**src/rtl/div_iter_unit.sv**
```systemverilog
// div_iter_unit: multi-cycle restoring divider for DIV/DIVU.
// It accepts one request through the start_i/ready_o handshake and computes one
// quotient bit per cycle, MSB first. The result is {remainder, quotient}.
module div_iter_unit #(
    parameter int unsigned WIDTH = 32
) (
    input  logic                 clk,
    input  logic                 rst,
    input  logic                 signed_div_i,
    input  logic [WIDTH-1:0]     opdata1_i,
    input  logic [WIDTH-1:0]     opdata2_i,
    input  logic                 start_i,
    input  logic                 annul_i,
    output logic [2*WIDTH-1:0]   result_o,
    output logic                 ready_o
);

    localparam int unsigned    CW   = $clog2(WIDTH) + 1;
    localparam logic [CW-1:0]  LAST = CW'(WIDTH - 1);

    typedef enum logic [1:0] {IDLE, DIVZERO, BUSY, DONE} state_t;

    state_t               state, state_nx;
    logic [WIDTH-1:0]     dvd_q, dvs_q, rem_q, quo_q;
    logic                 neg_quo_q, neg_rem_q;
    logic [CW-1:0]        cnt_q;
    logic [2*WIDTH-1:0]   result_q;

    logic                 accept, div_by_zero, last_step, q_bit;
    logic [WIDTH-1:0]     abs1, abs2, rem_nx, quo_nx, rem_fin, quo_fin;
    logic [WIDTH:0]       shifted, diff;

    // Operand conditioning and one restoring-division step
    always_comb begin
        accept      = (state == IDLE) && start_i && !annul_i;
        div_by_zero = (opdata2_i == '0);
        abs1        = (signed_div_i && opdata1_i[WIDTH-1]) ? -opdata1_i : opdata1_i;
        abs2        = (signed_div_i && opdata2_i[WIDTH-1]) ? -opdata2_i : opdata2_i;
        // The partial remainder is always below the divisor. Because of that,
        // WIDTH+1 bits can hold the difference, and its top bit is the borrow.
        shifted     = {rem_q, dvd_q[WIDTH-1]};
        diff        = shifted - {1'b0, dvs_q};
        q_bit       = ~diff[WIDTH];
        rem_nx      = q_bit ? diff[WIDTH-1:0] : shifted[WIDTH-1:0];
        quo_nx      = {quo_q[WIDTH-2:0], q_bit};
        rem_fin     = neg_rem_q ? -rem_nx : rem_nx;
        quo_fin     = neg_quo_q ? -quo_nx : quo_nx;
        last_step   = (cnt_q == LAST);
    end

    // State register
    always_ff @(posedge clk) begin
        if (rst) state <= IDLE;
        else     state <= state_nx;
    end

    // Next-state logic
    always_comb begin
        state_nx = state;
        case (state)
            IDLE:    if (accept) state_nx = div_by_zero ? DIVZERO : BUSY;
            DIVZERO: state_nx = annul_i ? IDLE : DONE;
            BUSY:    begin
                if (annul_i)        state_nx = IDLE;
                else if (last_step) state_nx = DONE;
            end
            DONE:    if (!start_i) state_nx = IDLE;
            default: state_nx = IDLE;
        endcase
    end

    // Operand latch, iteration datapath and result register
    always_ff @(posedge clk) begin
        if (rst) begin
            dvd_q     <= '0;
            dvs_q     <= '0;
            rem_q     <= '0;
            quo_q     <= '0;
            neg_quo_q <= 1'b0;
            neg_rem_q <= 1'b0;
            cnt_q     <= '0;
            result_q  <= '0;
        end else begin
            case (state)
                IDLE: begin
                    result_q <= '0;
                    if (accept && !div_by_zero) begin
                        dvd_q     <= abs1;
                        dvs_q     <= abs2;
                        neg_quo_q <= signed_div_i && (opdata1_i[WIDTH-1] ^ opdata2_i[WIDTH-1]);
                        neg_rem_q <= signed_div_i && opdata1_i[WIDTH-1];
                        rem_q     <= '0;
                        quo_q     <= '0;
                        cnt_q     <= '0;
                    end
                end
                DIVZERO: result_q <= '0;
                BUSY: begin
                    if (annul_i) begin
                        cnt_q <= '0;
                    end else begin
                        rem_q <= rem_nx;
                        quo_q <= quo_nx;
                        dvd_q <= dvd_q << 1;
                        cnt_q <= cnt_q + 1'b1;
                        if (last_step) result_q <= {rem_fin, quo_fin};
                    end
                end
                DONE: if (!start_i) result_q <= '0;
                default: result_q <= '0;
            endcase
        end
    end

    // Outputs come straight from registered state
    always_comb begin
        ready_o  = (state == DONE);
        result_o = result_q;
    end

endmodule

```
**config.mk**
```make
export PLATFORM = sky130hd
export DESIGN_NAME = div_iter_unit
export DESIGN_NICKNAME = d
export VERILOG_FILES = /design/src/rtl/div_iter_unit.sv
export SDC_FILE = /design/constraint.sdc
export NUM_CORES = 1
export LEC_CHECK = 0
export CORE_ASPECT_RATIO = 1.25
export CORE_MARGIN = 2
export CORE_UTILIZATION = 30
export CTS_CLUSTER_SIZE = 25
export DETAILED_ROUTE_END_ITERATION = 7
export PLACE_DENSITY = 0.53
export SLEW_MARGIN = 30
export SYNTH_ARGS = -nofsm -noshare
export SYNTH_HDL_FRONTEND = slang
export SYNTH_SLANG_ARGS = --single-unit
```
**constraint.sdc**
```tcl
create_clock -name clk -period 4.7 [get_ports clk]
set_clock_uncertainty 0.1 [all_clocks]
set_input_delay 0.94 -clock clk [delete_from_list [all_inputs] [get_ports clk]]
set_output_delay 0.94 -clock clk [all_outputs]
set_load 0.05 [all_outputs]
```
# Word-level counts from Yosys, hierarchy flattened
# Index checks and enable logic that the tools add are counted.
[classes]
n_addsub = 6
n_eq_ne = 10
muxes = 27
bitwise_logic = 2
n_reduce_logical = 17
[op_table]
columns = ["operator", "count"]
rows = [
  ["$mux 32", 9],
  ["$mux 64", 3],
  ["$pmux 64 s3", 1],
  ["$neg 32->32", 4],
  ["$pmux 32 s2", 2],
  ["$pmux 31 s2", 1],
  ["$sub 33x32->33", 1],
  ["$logic_not 32->1", 1],
  ["$mux 31", 1],
  ["$mux 2", 6],
  ["$mux 6", 2],
  ["$pmux 6 s2", 1],
  ["$reduce_and 3->1", 3],
  ["$ne 2x2->1 const B", 4],
  ["$pmux 2 s4", 1],
  ["$add 6x1->6 const B", 1],
  ["$eq 6x5->1 const B", 1],
  ["$logic_and 1x1->1", 6],
  ["$eq 2x2->1 const B", 2],
  ["$reduce_and 2->1", 2],
  ["$ne 3x3->1 const B", 1],
  ["$eq 2x1->1 const B", 1],
  ["$logic_not 1->1", 2],
  ["$logic_not 2->1", 1],
  ["5 further kinds", 5],
]
[totals]
register_bits = 201
inputBits = 69
out_inout_bits = 65
wordCells = 71

# Logic depth before layout (Yosys ltp)
[depth]
word_depth = 7
mapped_depth = 27
ltp_nobuf = 23

# Worst setup path after synthesis
# No wires, ideal clock.
[synth_path]
path_kind = "register -> register"
startpoint = "register dvd_q[31]"
endpoint = "register result_q[60] (netlist: result_o[60])"
setup_time_ns = 0.117
t_arrival_ns = 4.781
required_time_ns = 4.483
path_slack_ns = -0.298
path_stages_with_launch = 24
path_buffers = 3
path_cell_list = "dfxtp_1 inv_1 ha_1 inv_1 fa_1 a211oi_1 o211ai_1 nand4_1 o21ai_2 a21boi_1 xnor2_2 buf_4 buf_2 clkbuf_1 mux2i_1 ha_1 nand2_1 a2111oi_2 nor4b_2 nand4_1 a221o_1 o41ai_2 xnor2_1 a22o_1"
[synth_between]
elab_chain_len = 7
[synth_rtl]
columns = ["item", "line", "rtl"]
rows = [
  ["from (decl)", "24", "logic [WIDTH-1:0] dvd_q, dvs_q, rem_q, quo_q;"],
  ["from (signal assigned)", "88", "dvd_q <= abs1;"],
  ["from (signal assigned)", "104", "dvd_q <= dvd_q << 1;"],
  ["$sub 33x32->33", "42", "diff = shifted - {1'b0, dvs_q};"],
  ["$mux 32 *", "44", "rem_nx = q_bit ? diff[WIDTH-1:0] : shifted[WIDTH-1:0];"],
  ["$neg 32->32", "46", "rem_fin = neg_rem_q ? -rem_nx : rem_nx;"],
  ["$mux 32 *", "46", ""],
  ["$mux 64 *", "106", "if (last_step) result_q <= {rem_fin, quo_fin};"],
  ["$mux 64 *", "99", "if (annul_i) begin"],
  ["$pmux 64 s3 *", "84", "case (state)"],
  ["to (signal assigned)", "106", ""],
  ["to (decl)", "27", "logic [2*WIDTH-1:0] result_q;"],
]
# Mark *: on every way between the ends. The rest lies on a longest branch, timed or not. The select of a mux whose other input is x is not followed.
# A chain may end at the register's enable or synchronous reset.

# Worst setup path after layout
[layout_path]
startpoint = "register dvs_q[23]"
endpoint = "register result_q[60] (netlist: result_o[60])"
[layout_between]
elab_chain_len = 7
[layout_rtl]
columns = ["item", "line", "rtl"]
rows = [
  ["from (decl)", "24", ""],
  ["from (signal assigned)", "89", "dvs_q <= abs2;"],
  ["$sub 33x32->33 *", "42", ""],
  ["$mux 32 *", "44", ""],
  ["$neg 32->32", "46", ""],
  ["$mux 32 *", "46", ""],
  ["$mux 64 *", "106", ""],
  ["$mux 64 *", "99", ""],
  ["$pmux 64 s3 *", "84", ""],
]
# Marks and branches as above.

==> metrics <==
total CTS buffers 24; Ys Warns 0; Detail Route Antenna Nets 0; CORE AREA 0.04183 mm2; Max Fclk ~0.23 GHz; syn_nets 1,751; setup TNS 0 ns; Seq/Total Area, Yosys 0.3188; CP Launch Type register; root buf cell clkbuf_16; Starting Density 0.3017; IO Count 134; CTS H-tree lvls 1; Net Switching roughly 2.9 mW; status finished clean; Seq pwr share 0.280; NumNets Final 1,879; Period minus WS final between 4 and 5 ns; final hold violations 0; most frequent cell on the critical path nand2_2; Final setup viols 0; Sinks on Clock Net 201; Die W 187.5 um; Slew Viols, Final 0; Area Overhead vs Synth 25.63%; share of cells above drive strength 1 0.1008; Via density around 5.3; row count 84; slowest cell on the critical path or4_4; Crit path largest cell delay around 0.50 ns; GP Congestion 0.9026; Async S/R FF share, synth 0; hold_buf cts 0; VDD IR max 0.2290 mV; All-Layer GR Usage 0.1867; RSZ-0062 raised after global routing yes; Residual DRC 0; most frequent cells after synthesis nor2_1 (209), nand2_1 (206), dfxtp_1 (201), a21oi_1 (126), o21ai_0 (89); Hold Path Class reg -> reg; Synth top area share 0.3188; switch share 0.4139; synthesized flop and latch total approximately 200; Slew headroom 0.4762; final period utilization 0.9441; worst slew pin tran 0.7775 ns; Routed WL 41,630 um; Clock power frac 0.271; synthesized area 0.01262 mm2; height of the die 233.3 um; Clk Latency, worst-skew pair about 0.53 ns; CP Data Required Time 5.03 ns; syn avg cell area roughly 7.7 um2; number of global-route vias before repair 12.18k; Port-buffer cells between 100 and 150; Finished Cell Area about 0.016 mm2; Worst Path Max Fanout 4; Unique masters post-synth 85; first-pass GRT wire length 65,910 um; CP endpoint kind register; Synth Flop Type dfxtp_1; Layout fillers between 4k and 5k; critical path type reg -> reg; CTS tree done; Longest Clk Path Bufs 3; register area 0.004029 mm2; count leader, synth nor2_1; leakage power about 5.9 nW; via count 12.34k; max_cap viols 0; Synth area leader dfxtp_1; drt first pass iters 5; grt ovf 0; Die ar. about 0.044 mm2; power per cell area 435.0 mW/mm2; initial antenna violation count 2; EDFF count, synth 0; largest net degree at the start of global routing 136; synth top area cells dfxtp_1 (32%), nor2_1 (6.2%), nand2_1 (6.1%), xnor2_1 (6.0%), a21oi_1 (5.0%); post-DR wirelength/cell between 15 and 20 um; ant diodes 0; register clock-pin slew on the reported worst setup and hold paths 0.06 ns; Logic pwr share 0.449; Iteration-0 DRC Markers 709; critical-path cell list inv_2 > ha_4 > and3_4 > nand2_2 > or4_4 > nor3_4 > a21boi_4 > xnor2_4 > mux2i_2 > ha_2 > nand2_2 > a2111oi_4 > nor4b_4 > nand4_1 > a221o_1 > o41ai_2 > xnor2_1 > a22o_1; Fin Hold WS 0.3507 ns; HPWL Detailed 31,030 um; Arr. time, crit path 4.76 ns; dpl cell area 0.01489 mm2; Multi-input gate area approximately 0.0083 mm2; P_int 4.044 mW; total power 6.899 mW; Syn Inst Count 1,641
==> power by group through the flow <==
stage / registers [mW] / logic [mW] / clock network (mW)
final: 1.93 / 3.10 / 1.87
after global routing: 1.95 / 3.40 / 1.99
after CTS: 1.93 / 3.05 / 1.93
after detailed placement: 1.97 / 3.04 / 0
after global placement: 1.96 / 3.03 / 0
after floorplan: 1.98 / 2.09 / 0
==> final cells by class <==
type | instances | area share
repair buffers | 200 | 0.1179
clock buffers | 35 | 0.04561
well taps | 559 | 0.04411
flip-flops and latches | 201 | 0.2541
multi-input cells | 1288 | 0.5215
clock inverters | 8 | 0.004103
inverters | 54 | 0.01278
==> layer usage <==
layer | wire (um) | share of wire | vias to the layer above | global-route usage
met3 | 1569 | 0.038 | 79 | 0.02479
met2 | 21330 | 0.51 | 251 | 0.3521
li1 | - | - | 6143 | -
met5 | 0 | 0 | - | 0
met4 | 1654 | 0.040 | 0 | 0.07333
met1 | 17070 | 0.41 | 5871 | 0.2124
==> flip-flops by register name, indices dropped and copies added (netlist names) <==
name / count
result_o: 64
dvd_q: 32
dvs_q: 32
rem_q: 32
quo_q: 31
cnt_q: 6
state: 2
neg_quo_q: 1
neg_rem_q: 1
==> placed cells by master (no fill, tap or decap), types with 13 or more instances in the layout <==
| cell type | instances |
|---|---|
| nand2_1 | 203 |
| o21ai_0 | 88 |
| nand3_1 | 24 |
| nor2_1 | 207 |
| mux2i_1 | 17 |
| dfxtp_1 | 197 |
| nor4_1 | 16 |
| xor2_1 | 49 |
| buf_4 | 65 |
| a21oi_1 | 122 |
| a211oi_1 | 38 |
| a21o_1 | 17 |
| and2_1 | 13 |
| clkdlybuf4s50_1 | 132 |
| nor3_1 | 29 |
| a22oi_1 | 81 |
| xnor2_1 | 87 |
| o211ai_1 | 15 |
| a22o_1 | 26 |
| or3_1 | 19 |
| ha_1 | 26 |
| inv_1 | 48 |
| clkbuf_16 | 25 |
| o31ai_1 | 31 |
==> cells by family after synthesis <==
logic type               after synthesis  synth area share
AND/OR/NAND/NOR                      588            0.2104
AO/OA/AOI/OAI                        495            0.2644
flip-flops                           201            0.3188
buffers and inverters                152           0.04699
XOR/XNOR                             137           0.09566
adder cells (fa/ha/maj)               41           0.04124
multiplexers                          27           0.02250
==> what timing repair did <==
action                                  in CTS  in global routing
endpoints found under the setup margin       0                  9
resized for setup                            0                 29
buffers inserted                             0                  3
==> worst paths after layout <==
kind / startpoint / endpoint / slack [ns] / cells past startpoint
hold / removal: dvs_q[31] / dvs_q[31] / 0.35 / 2
setup reg to reg: dvs_q[23] / result_o[60] / 0.26 / 18
setup / recovery: dvs_q[23] / result_o[60] / 0.26 / 18
hold reg to reg: dvs_q[31] / dvs_q[31] / 0.35 / 2
==> stage by stage <==
step / setup WS, ns / util / std cells
floorplan: 0.008762 / - / 1641
global placement: 0.1468 / 0.3560 / 2299
detailed placement: 0.05828 / 0.3560 / 2299
CTS: 0.02045 / 0.3749 / 2342
global route: -0.02941 / 0.3791 / 2345
finish: 0.2625 / 0.3791 / 2345
==> worst max-delay path: cells and delay by family, from the launching register on <==
family	cells	cell delay [ns]
and+or+nand+nor	7	1.48
AOI/OAI and AO/OA	5	1.26
adders and majority gates	2	0.50
xor gates and xnor gates	2	0.34
DFF	1	0.33
muxes	1	0.28
buffers and inverters	1	0.04
Power figures use the tool's default switching activity.
